===== src/rtl/el2_dbg_cmd_seq.sv =====
// Debug command sequencer: accepts one debug-module request, injects it into the
// decode stage, waits for completion and returns a response. Optional timeout: EL2_DBG_CMD_TIMEOUT_EN.
module el2_dbg_cmd_seq #(
    parameter int unsigned TIMEOUT_CYCLES = 255
) (
    input  logic        clk,
    input  logic        rst,
    input  logic        core_halted,
    input  logic        req_valid,
    output logic        req_ready,
    input  logic        req_write,
    input  logic [1:0]  req_type,
    input  logic [31:0] req_addr,
    input  logic [31:0] req_wdata,
    output logic        dbg_cmd_valid,
    output logic        dbg_cmd_write,
    output logic [1:0]  dbg_cmd_type,
    output logic [31:0] dbg_cmd_addr,
    output logic [31:0] dbg_cmd_wrdata,
    input  logic        dec_dbg_cmd_done,
    input  logic        dec_dbg_cmd_fail,
    input  logic [31:0] dec_dbg_rddata,
    output logic        rsp_valid,
    input  logic        rsp_ready,
    output logic        rsp_fail,
    output logic        rsp_timeout,
    output logic [31:0] rsp_data
);

    localparam logic [1:0] IDLE  = 2'd0;
    localparam logic [1:0] ISSUE = 2'd1;
    localparam logic [1:0] WAIT  = 2'd2;
    localparam logic [1:0] RESP  = 2'd3;

    logic [1:0]  state_q, state_d;
    logic        cmd_write_q, cmd_write_d;
    logic [1:0]  cmd_type_q, cmd_type_d;
    logic [31:0] cmd_addr_q, cmd_addr_d;
    logic [31:0] cmd_wdata_q, cmd_wdata_d;
    logic        rsp_fail_q, rsp_fail_d;
    logic        rsp_timeout_q, rsp_timeout_d;
    logic [31:0] rsp_data_q, rsp_data_d;
    logic        accept;
    logic        legal;
    logic        timeout_hit;
    logic [31:0] done_data;

`ifdef EL2_DBG_CMD_TIMEOUT_EN
    localparam logic [15:0] TIMEOUT_LIMIT = 16'(TIMEOUT_CYCLES);

    logic [15:0] tmo_cnt_q, tmo_cnt_d;

    always_comb begin
        tmo_cnt_d = tmo_cnt_q;
        if (state_q == ISSUE) begin
            tmo_cnt_d = 16'd0;
        end else if ((state_q == WAIT) && (tmo_cnt_q != 16'hFFFF)) begin
            tmo_cnt_d = tmo_cnt_q + 16'd1;
        end
    end

    always_ff @(posedge clk or posedge rst) begin
        if (rst) begin
            tmo_cnt_q <= 16'd0;
        end else begin
            tmo_cnt_q <= tmo_cnt_d;
        end
    end

    assign timeout_hit = (state_q == WAIT) && (tmo_cnt_q == TIMEOUT_LIMIT);
`else
    assign timeout_hit = 1'b0;
`endif

    assign accept    = req_valid && (state_q == IDLE);
    assign legal     = ~req_type[1];
    // Read data is only meaningful for a successful read; everything else returns zero.
    assign done_data = (!cmd_write_q && !dec_dbg_cmd_fail) ? dec_dbg_rddata : 32'd0;

    always_comb begin
        state_d       = state_q;
        cmd_write_d   = cmd_write_q;
        cmd_type_d    = cmd_type_q;
        cmd_addr_d    = cmd_addr_q;
        cmd_wdata_d   = cmd_wdata_q;
        rsp_fail_d    = rsp_fail_q;
        rsp_timeout_d = rsp_timeout_q;
        rsp_data_d    = rsp_data_q;
        case (state_q)
            IDLE: begin
                if (accept) begin
                    cmd_write_d   = req_write;
                    cmd_type_d    = req_type;
                    cmd_addr_d    = req_addr;
                    cmd_wdata_d   = req_wdata;
                    rsp_timeout_d = 1'b0;
                    rsp_data_d    = 32'd0;
                    if (legal && core_halted) begin
                        state_d    = ISSUE;
                        rsp_fail_d = 1'b0;
                    end else begin
                        state_d    = RESP;
                        rsp_fail_d = 1'b1;
                    end
                end
            end
            ISSUE, WAIT: begin
                if (dec_dbg_cmd_done) begin
                    state_d    = RESP;
                    rsp_fail_d = dec_dbg_cmd_fail;
                    rsp_data_d = done_data;
                end else if (timeout_hit) begin
                    state_d       = RESP;
                    rsp_fail_d    = 1'b1;
                    rsp_timeout_d = 1'b1;
                    rsp_data_d    = 32'd0;
                end else begin
                    state_d = WAIT;
                end
            end
            default: begin
                if (rsp_ready) begin
                    state_d = IDLE;
                end
            end
        endcase
    end

    always_ff @(posedge clk or posedge rst) begin
        if (rst) begin
            state_q       <= IDLE;
            cmd_write_q   <= 1'b0;
            cmd_type_q    <= 2'd0;
            cmd_addr_q    <= 32'd0;
            cmd_wdata_q   <= 32'd0;
            rsp_fail_q    <= 1'b0;
            rsp_timeout_q <= 1'b0;
            rsp_data_q    <= 32'd0;
        end else begin
            state_q       <= state_d;
            cmd_write_q   <= cmd_write_d;
            cmd_type_q    <= cmd_type_d;
            cmd_addr_q    <= cmd_addr_d;
            cmd_wdata_q   <= cmd_wdata_d;
            rsp_fail_q    <= rsp_fail_d;
            rsp_timeout_q <= rsp_timeout_d;
            rsp_data_q    <= rsp_data_d;
        end
    end

    assign req_ready      = (state_q == IDLE);
    assign dbg_cmd_valid  = (state_q == ISSUE);
    assign dbg_cmd_write  = cmd_write_q;
    assign dbg_cmd_type   = cmd_type_q;
    assign dbg_cmd_addr   = cmd_addr_q;
    assign dbg_cmd_wrdata = cmd_wdata_q;
    assign rsp_valid      = (state_q == RESP);
    assign rsp_fail       = rsp_fail_q;
    assign rsp_timeout    = rsp_timeout_q;
    assign rsp_data       = rsp_data_q;

endmodule


===== config.mk =====
export PLATFORM = sky130hd
export DESIGN_NAME = el2_dbg_cmd_seq
export DESIGN_NICKNAME = d
export VERILOG_FILES = /design/src/rtl/el2_dbg_cmd_seq.sv
export SDC_FILE = /design/constraint.sdc
export NUM_CORES = 1
export LEC_CHECK = 0
export ABC_AREA = 1
export CELL_PAD_IN_SITES_DETAIL_PLACEMENT = 1
export CELL_PAD_IN_SITES_GLOBAL_PLACEMENT = 1
export CORE_MARGIN = 2
export CORE_UTILIZATION = 26
export CTS_CLUSTER_SIZE = 8
export DETAILED_ROUTE_END_ITERATION = 8
export HOLD_SLACK_MARGIN = 0.1
export PLACE_DENSITY = 0.88
export SLEW_MARGIN = 10
export SYNTH_ARGS = -nofsm -noshare
export SYNTH_HDL_FRONTEND = slang
export SYNTH_SLANG_ARGS = --single-unit

===== constraint.sdc =====
create_clock -name clk -period 3.6 [get_ports clk]
set_clock_uncertainty 0.1 [all_clocks]
set_input_delay 0.72 -clock clk [delete_from_list [all_inputs] [get_ports clk]]
set_output_delay 0.72 -clock clk [all_outputs]
set_load 0.02 [all_outputs]

* Yosys cells after proc, flatten, opt, wreduce, memory -nomap -nowiden
Cells that the tools add are included.
** Storage, ports and cells
- Register bits :: 102
- Input port bits :: 106
- Output and inout bits :: 104
- Word-level logic and storage cells :: 38
** Cells by class
- Equality and inequality tests :: 5
- Muxes and demuxes :: 13
- Bitwise logic cells :: 1
- Reductions and logical operators :: 12
** Operators with widths (number)
- $mux W32 :: 3
- $pmux W32 S2 :: 1
- $mux W2 :: 3
- $eq A2 B2 Y1 const B :: 2
- $mux W1 :: 4
- $pmux W2 S2 :: 1
- $reduce_and A2 Y1 :: 2
- $logic_and A1 B1 Y1 :: 3
- $reduce_and A3 Y1 :: 1
- $reduce_bool A3 Y1 :: 1
- $eq A2 B1 Y1 const B :: 1
- $logic_not A1 Y1 :: 2
- $logic_not A2 Y1 :: 1
- $ne A2 B1 Y1 const B :: 1
- $ne A2 B2 Y1 const B :: 1
- $pmux W1 S2 :: 1
- $reduce_bool A2 Y1 :: 1
- $reduce_or A2 Y1 :: 1
- $not A1 Y1 :: 1

* Depth between registers and ports, before layout
- Depth after elaboration :: 5
- Gate-level depth with buffers :: 9
- Mapped depth without buffers :: 9

* Least setup slack after synthesis
Ideal clock, no wire load.
- Path type :: reg-to-reg
- Start point :: register state_q[0]
- End point :: register rsp_data_q[10] (netlist: rsp_data[10])
- Setup time :: 0.130 ns
- Arrival time :: 1.389 ns
- Data required time :: 3.370 ns
- Slack :: 1.980 ns
- Cell stages (with the launch flop) :: 8
- Buffers on the path :: 1
- Cells stage by stage :: dfrtp_1 > inv_1 > ha_1 > inv_2 > nand2_1 > nand3_2 > clkbuf_1 > o21ai_1
** On the way
- Word-level cells in the longest chain between the ends :: 4
** Ends and longest elaborated chain
- start, declared :: RTL line 35 : logic [1:0] state_q, state_d;
- start signal, assigned :: RTL line 140 : state_q <= state_d;
- $eq A2 B1 Y1 (tied with other cells) :: RTL line 89 : case (state_q)
- $reduce_or A2 Y1 / $logic_and A1 B1 Y1 (equally long branches) :: RTL line 89, 75
- $ne A2 B2 Y1 (no source line) (tied with other cells)
- $reduce_and A3 Y1 (no source line)
- end signal, assigned :: RTL line 147 : rsp_data_q <= rsp_data_d;
- end, declared :: RTL line 42 : logic [31:0] rsp_data_q, rsp_data_d;
Parallel ways exist; a longest one is shown, timed or not.
A chain may end at the register's enable or synchronous reset.

* Worst setup path in the final report
- Start point :: register state_q[1]
- End point :: output req_ready
** On the way
- Word-level cells in the longest chain between the ends :: 1
** Ends and longest elaborated chain
- $logic_not A2 Y1 :: RTL line 151 : assign req_ready = (state_q == IDLE);
- end, declared :: RTL line 10 : output logic req_ready,
Every way passes these cells.

==> flow_summary.html <==
<table>
<tr><th>Metric</th><th>Value</th></tr>
<tr><th colspan="2">Setup path</th></tr>
<tr><td>Cell-by-cell trace of the critical path</td><td>inv_1 &gt; ha_1 &gt; clkdlybuf4s50_1</td></tr>
<tr><td>Startpoint of the worst register-to-register path</td><td>state_q[1]$_DFFE_PP0P_</td></tr>
<tr><td>Kind of critical path</td><td>flop to output port</td></tr>
<tr><td>Worst-case reg-to-reg path depth</td><td>8</td></tr>
<tr><td>Worst flop-to-flop path endpoint</td><td>rsp_data[19]$_DFFE_PP0P_</td></tr>
<tr><td>Kind of start point of the critical path</td><td>flop</td></tr>
<tr><td>Critical path data required time</td><td>2780 ps</td></tr>
<tr><td>Endpoint kind of the worst setup timing path</td><td>output port</td></tr>
<tr><td>Critical path's slowest cell</td><td>clkdlybuf4s50_1</td></tr>
<tr><td>Data arrival time of the critical path</td><td>1710 ps</td></tr>
<tr><td>Crit Path Max Fanout</td><td>4</td></tr>
<tr><td>Crit-path max cell delay</td><td>620 ps</td></tr>
<tr><td>Setup slack of the worst register-to-register path</td><td>1300 ps</td></tr>
<tr><th colspan="2">Synth</th></tr>
<tr><td>Portion of the post-synthesis area used by sequential elements</td><td>59.35%</td></tr>
<tr><td>Top cells by area in the synthesized netlist</td><td>dfrtp_1, nand2_1, nand3_1</td></tr>
<tr><td>Post-synthesis instance area</td><td>0.004300 mm2</td></tr>
<tr><td>Cells after Synth</td><td>476</td></tr>
<tr><td>Ys Warns</td><td>0</td></tr>
<tr><td>Synth cell count leaders</td><td>nand2_1, dfrtp_1, nand3_1, o21ai_1, buf_2</td></tr>
<tr><td>Fraction of synthesized cell area taken by the top area cell type</td><td>59.35%</td></tr>
<tr><td>Biggest area consumer among synthesized cells</td><td>dfrtp_1</td></tr>
<tr><td>Asr flop ratio synth</td><td>100.0%</td></tr>
<tr><td>Synth Register Bits</td><td>102</td></tr>
<tr><td>Primary flip-flop cell chosen by synthesis mapping</td><td>dfrtp_1</td></tr>
<tr><td>Post-Synthesis Mean Instance Area</td><td>9.034 um2</td></tr>
<tr><td>Synthesized netlist net count</td><td>587</td></tr>
<tr><td>Number of distinct library cells after synthesis</td><td>21</td></tr>
<tr><td>Most numerous cell in the Yosys netlist</td><td>nand2_1</td></tr>
<tr><td>Number of enable-type register cells in the synthesized netlist</td><td>0</td></tr>
<tr><th colspan="2">Routing</th></tr>
<tr><td>DR iter-0 viols</td><td>160</td></tr>
<tr><td>Total Routed Length</td><td>13940 um</td></tr>
<tr><td>Detailed-route DRC error count</td><td>0</td></tr>
<tr><td>Routed via count divided by cell count</td><td>4.544</td></tr>
<tr><td>1st-pass router iterations</td><td>4</td></tr>
<tr><td>Total number of vias</td><td>4044</td></tr>
<tr><td>Post-DR wirelength/cell</td><td>15.66 um</td></tr>
<tr><td>Antenna viol nets, final</td><td>0</td></tr>
<tr><th colspan="2">Floorplanning</th></tr>
<tr><td>Horizontal extent of the die</td><td>132.6 um</td></tr>
<tr><td>Area of the die</td><td>0.01758 mm2</td></tr>
<tr><td>Site row count</td><td>47</td></tr>
<tr><td>Placeable Area</td><td>0.01635 mm2</td></tr>
<tr><td>I/O pin cnt</td><td>210</td></tr>
<tr><td>Vertical die dimension</td><td>132.6 um</td></tr>
<tr><td>Initial Util</td><td>26.30%</td></tr>
<tr><th colspan="2">Cells and area</th></tr>
<tr><td>Synthesis-to-finish area growth</td><td>58.89%</td></tr>
<tr><td>Total Nets Final</td><td>776</td></tr>
<tr><td>Diodes inserted</td><td>0</td></tr>
<tr><td>Number of fill cells in the layout</td><td>1916</td></tr>
<tr><td>FF+latch area</td><td>0.002552 mm2</td></tr>
<tr><td>Share of final-layout standard cells stronger than drive strength 1</td><td>6.567%</td></tr>
<tr><td>Multi-input gate area</td><td>0.001504 mm2</td></tr>
<tr><td>Final cell area excluding filler cells</td><td>0.006833 mm2</td></tr>
<tr><th colspan="2">CTS</th></tr>
<tr><td>Number of buffers created by CTS</td><td>9</td></tr>
<tr><td>Buffer levels on the longest clock path</td><td>2</td></tr>
<tr><td>CTS Hold Bufs</td><td>0</td></tr>
<tr><td>Clock slew at reported path FFs</td><td>70 ps</td></tr>
<tr><td>Buffer count from post-CTS setup fixing</td><td>0</td></tr>
<tr><td>Number of gates resized after cts</td><td>0</td></tr>
<tr><td>CTS sink cnt</td><td>102</td></tr>
<tr><td>TritonCTS clock tree</td><td>done</td></tr>
<tr><td>CTS Root Buffer Type</td><td>clkbuf_16</td></tr>
<tr><td>Clk_lat worst skew</td><td>340 ps</td></tr>
<tr><td>Number of H-tree levels</td><td>3</td></tr>
<tr><th colspan="2">Place</th></tr>
<tr><td>Half-perimeter wire length after placement</td><td>9825 um</td></tr>
<tr><td>Worst slack after detailed placement</td><td>1195 ps</td></tr>
<tr><td>Instance area at placement</td><td>0.006526 mm2</td></tr>
<tr><td>Number of port buffers</td><td>208</td></tr>
<tr><td>Final estimated routing congestion in global placement</td><td>0.7207</td></tr>
<tr><th colspan="2">Pwr</th></tr>
<tr><td>Total net switching power</td><td>0.002619 W</td></tr>
<tr><td>Maximum vdd drop</td><td>0.0004093 V</td></tr>
<tr><td>Fraction of power spent switching nets</td><td>42.80%</td></tr>
<tr><td>Combinational Power Share</td><td>52.2%</td></tr>
<tr><td>Power Internal</td><td>0.003501 W</td></tr>
<tr><td>Leakage</td><td>3.113 nW</td></tr>
<tr><td>Flop pwr share</td><td>31.2%</td></tr>
<tr><td>Power per unit of standard cell area</td><td>895.7 mW/mm2</td></tr>
<tr><td>Clock power frac</td><td>16.6%</td></tr>
<tr><th colspan="2">Timing</th></tr>
<tr><td>Final hold viol count</td><td>0</td></tr>
<tr><td>Final number of max-transition violations</td><td>0</td></tr>
<tr><td>Max Clock Freq</td><td>395.4 MHz</td></tr>
<tr><td>Transition time at the pin with the least slew margin</td><td>1062 ps</td></tr>
<tr><td>Final worst-path setup slack</td><td>1071 ps</td></tr>
<tr><td>Crit share post-route</td><td>70.25%</td></tr>
<tr><td>Worst max-slew margin expressed relative to the limit</td><td>29.11%</td></tr>
<tr><td>Unrepaired setup endpoints after global routing</td><td>false</td></tr>
<tr><td>Final total negative setup slack</td><td>0 ps</td></tr>
<tr><td>Shortest clock period the worst path allows after layout</td><td>2529 ps</td></tr>
<tr><td>Total of endpoints with negative setup slack in the final report</td><td>0</td></tr>
<tr><th colspan="2">Global routing</th></tr>
<tr><td>Wire length of the first global-routing pass</td><td>22660 um</td></tr>
<tr><td>Via count of the first global-routing pass</td><td>4214</td></tr>
<tr><td>Global routing usage summed across all routing layers</td><td>16.09%</td></tr>
<tr><td>Pin count of the biggest net entering global routing</td><td>69</td></tr>
<tr><td>Number of antenna violations at the first check in global routing</td><td>0</td></tr>
<tr><td>Total congestion overflow after global routing</td><td>0</td></tr>
<tr><th colspan="2">Worst hold path</th></tr>
<tr><td>Hold_sp</td><td>dbg_cmd_addr[4]$_DFFE_PP0P_</td></tr>
<tr><td>Worst min-delay path class</td><td>flop to flop</td></tr>
<tr><td>Hold path cells</td><td>2</td></tr>
<tr><td>Worst min-delay path endpoint</td><td>dbg_cmd_addr[4]$_DFFE_PP0P_</td></tr>
<tr><th colspan="2">Run status</th></tr>
<tr><td>Run status</td><td>finished clean</td></tr>
<tr><th colspan="2">Flow run</th></tr>
<tr><td>Maxcap violations</td><td>0</td></tr>
</table>
[worst max-delay path by stage]
stage	from	endpoint	cells past startpoint
final	state_q[1]$_DFFE_PP0P_	req_ready	3
after floorplan	rst	dbg_cmd_addr[0]$_DFFE_PP0P_	1
after detailed placement	dec_dbg_cmd_fail	rsp_data[28]$_DFFE_PP0P_	4
after CTS	state_q[1]$_DFFE_PP0P_	req_ready	3
after global placement	dec_dbg_cmd_fail	rsp_data[27]$_DFFE_PP0P_	4
after global routing	state_q[1]$_DFFE_PP0P_	req_ready	3
[final cells by class]
| type | instances | share of cell area [%] |
|---|---|---|
| Timing Repair Buffer | 214 | 31.42 |
| Tap cell | 220 | 4.029 |
| Clock inverter | 6 | 0.9888 |
| Multi-Input combinational cell | 326 | 22.01 |
| Clock buffer | 10 | 3.498 |
| Inverter | 12 | 0.6958 |
| Sequential cell | 102 | 37.36 |
[placed cells by master, fill, tap and decap left out, drive strengths merged]
cell type        n
o21ai           33
dfrtp          102
clkbuf          10
buf              7
inv             14
clkinvlp         2
nand3           99
nand2          181
nor2             5
a21oi            2
clkinv           1
bufinv           1
ha               5
clkdlybuf4s50  207
conb             1
[stage by stage]
step           instances  hold WS, ps  utilization [%]  power (W)
5_1_grt              890        398.4            41.80   0.006546
2_1_floorplan        476        396.9                -   0.003760
3_3_place_gp         874        352.5            39.92   0.005063
4_1_cts              890        376.0            41.80   0.006212
3_5_place_dp         874        358.7            39.92   0.005154
6_report             890        372.6            41.80   0.006120
[critical path, delay by kind of cell, from the launching register on]
family | cells | cell delay (ps)
fa+ha+maj | 1 | 200
buf+inv | 2 | 750
flops | 1 | 420
[state kept, by name, summed over array words and instances, names as in the netlist]
name,count
dbg_cmd_wrdata,32
state_q,2
rsp_fail,1
dbg_cmd_write,1
dbg_cmd_type,2
rsp_data,32
dbg_cmd_addr,32
[kinds of logic (layout without fill, tap and decap cells)]
family / Yosys count / in the layout / share of synthesized area, %
compound gates: 35 / 35 / 5.208
fa+ha+maj: 5 / 5 / 1.455
buf+inv: 48 / 242 / 5.732
flops: 102 / 102 / 59.35
other cells: 1 / 1 / 0.08720
simple gates: 285 / 285 / 28.16
[power by group through the flow]
stage                     clock network, W  registers (W)  logic [W]
after floorplan                          0        0.00248    0.00128
after detailed placement                 0        0.00192    0.00323
final                              0.00101        0.00191    0.00320
after CTS                          0.00105        0.00191    0.00324
after global routing               0.00110        0.00197    0.00347
after global placement                   0        0.00190    0.00316
[per-layer routing]
metal  global-route usage [%]  wire [um]  share of wire, %
met1                    20.14       6020                43
met2                    26.08       6574                47
met3                    6.667       1273               9.1
met4                    3.584         69              0.50
met5                        0          0                 0
Power figures use the tool's default switching activity.
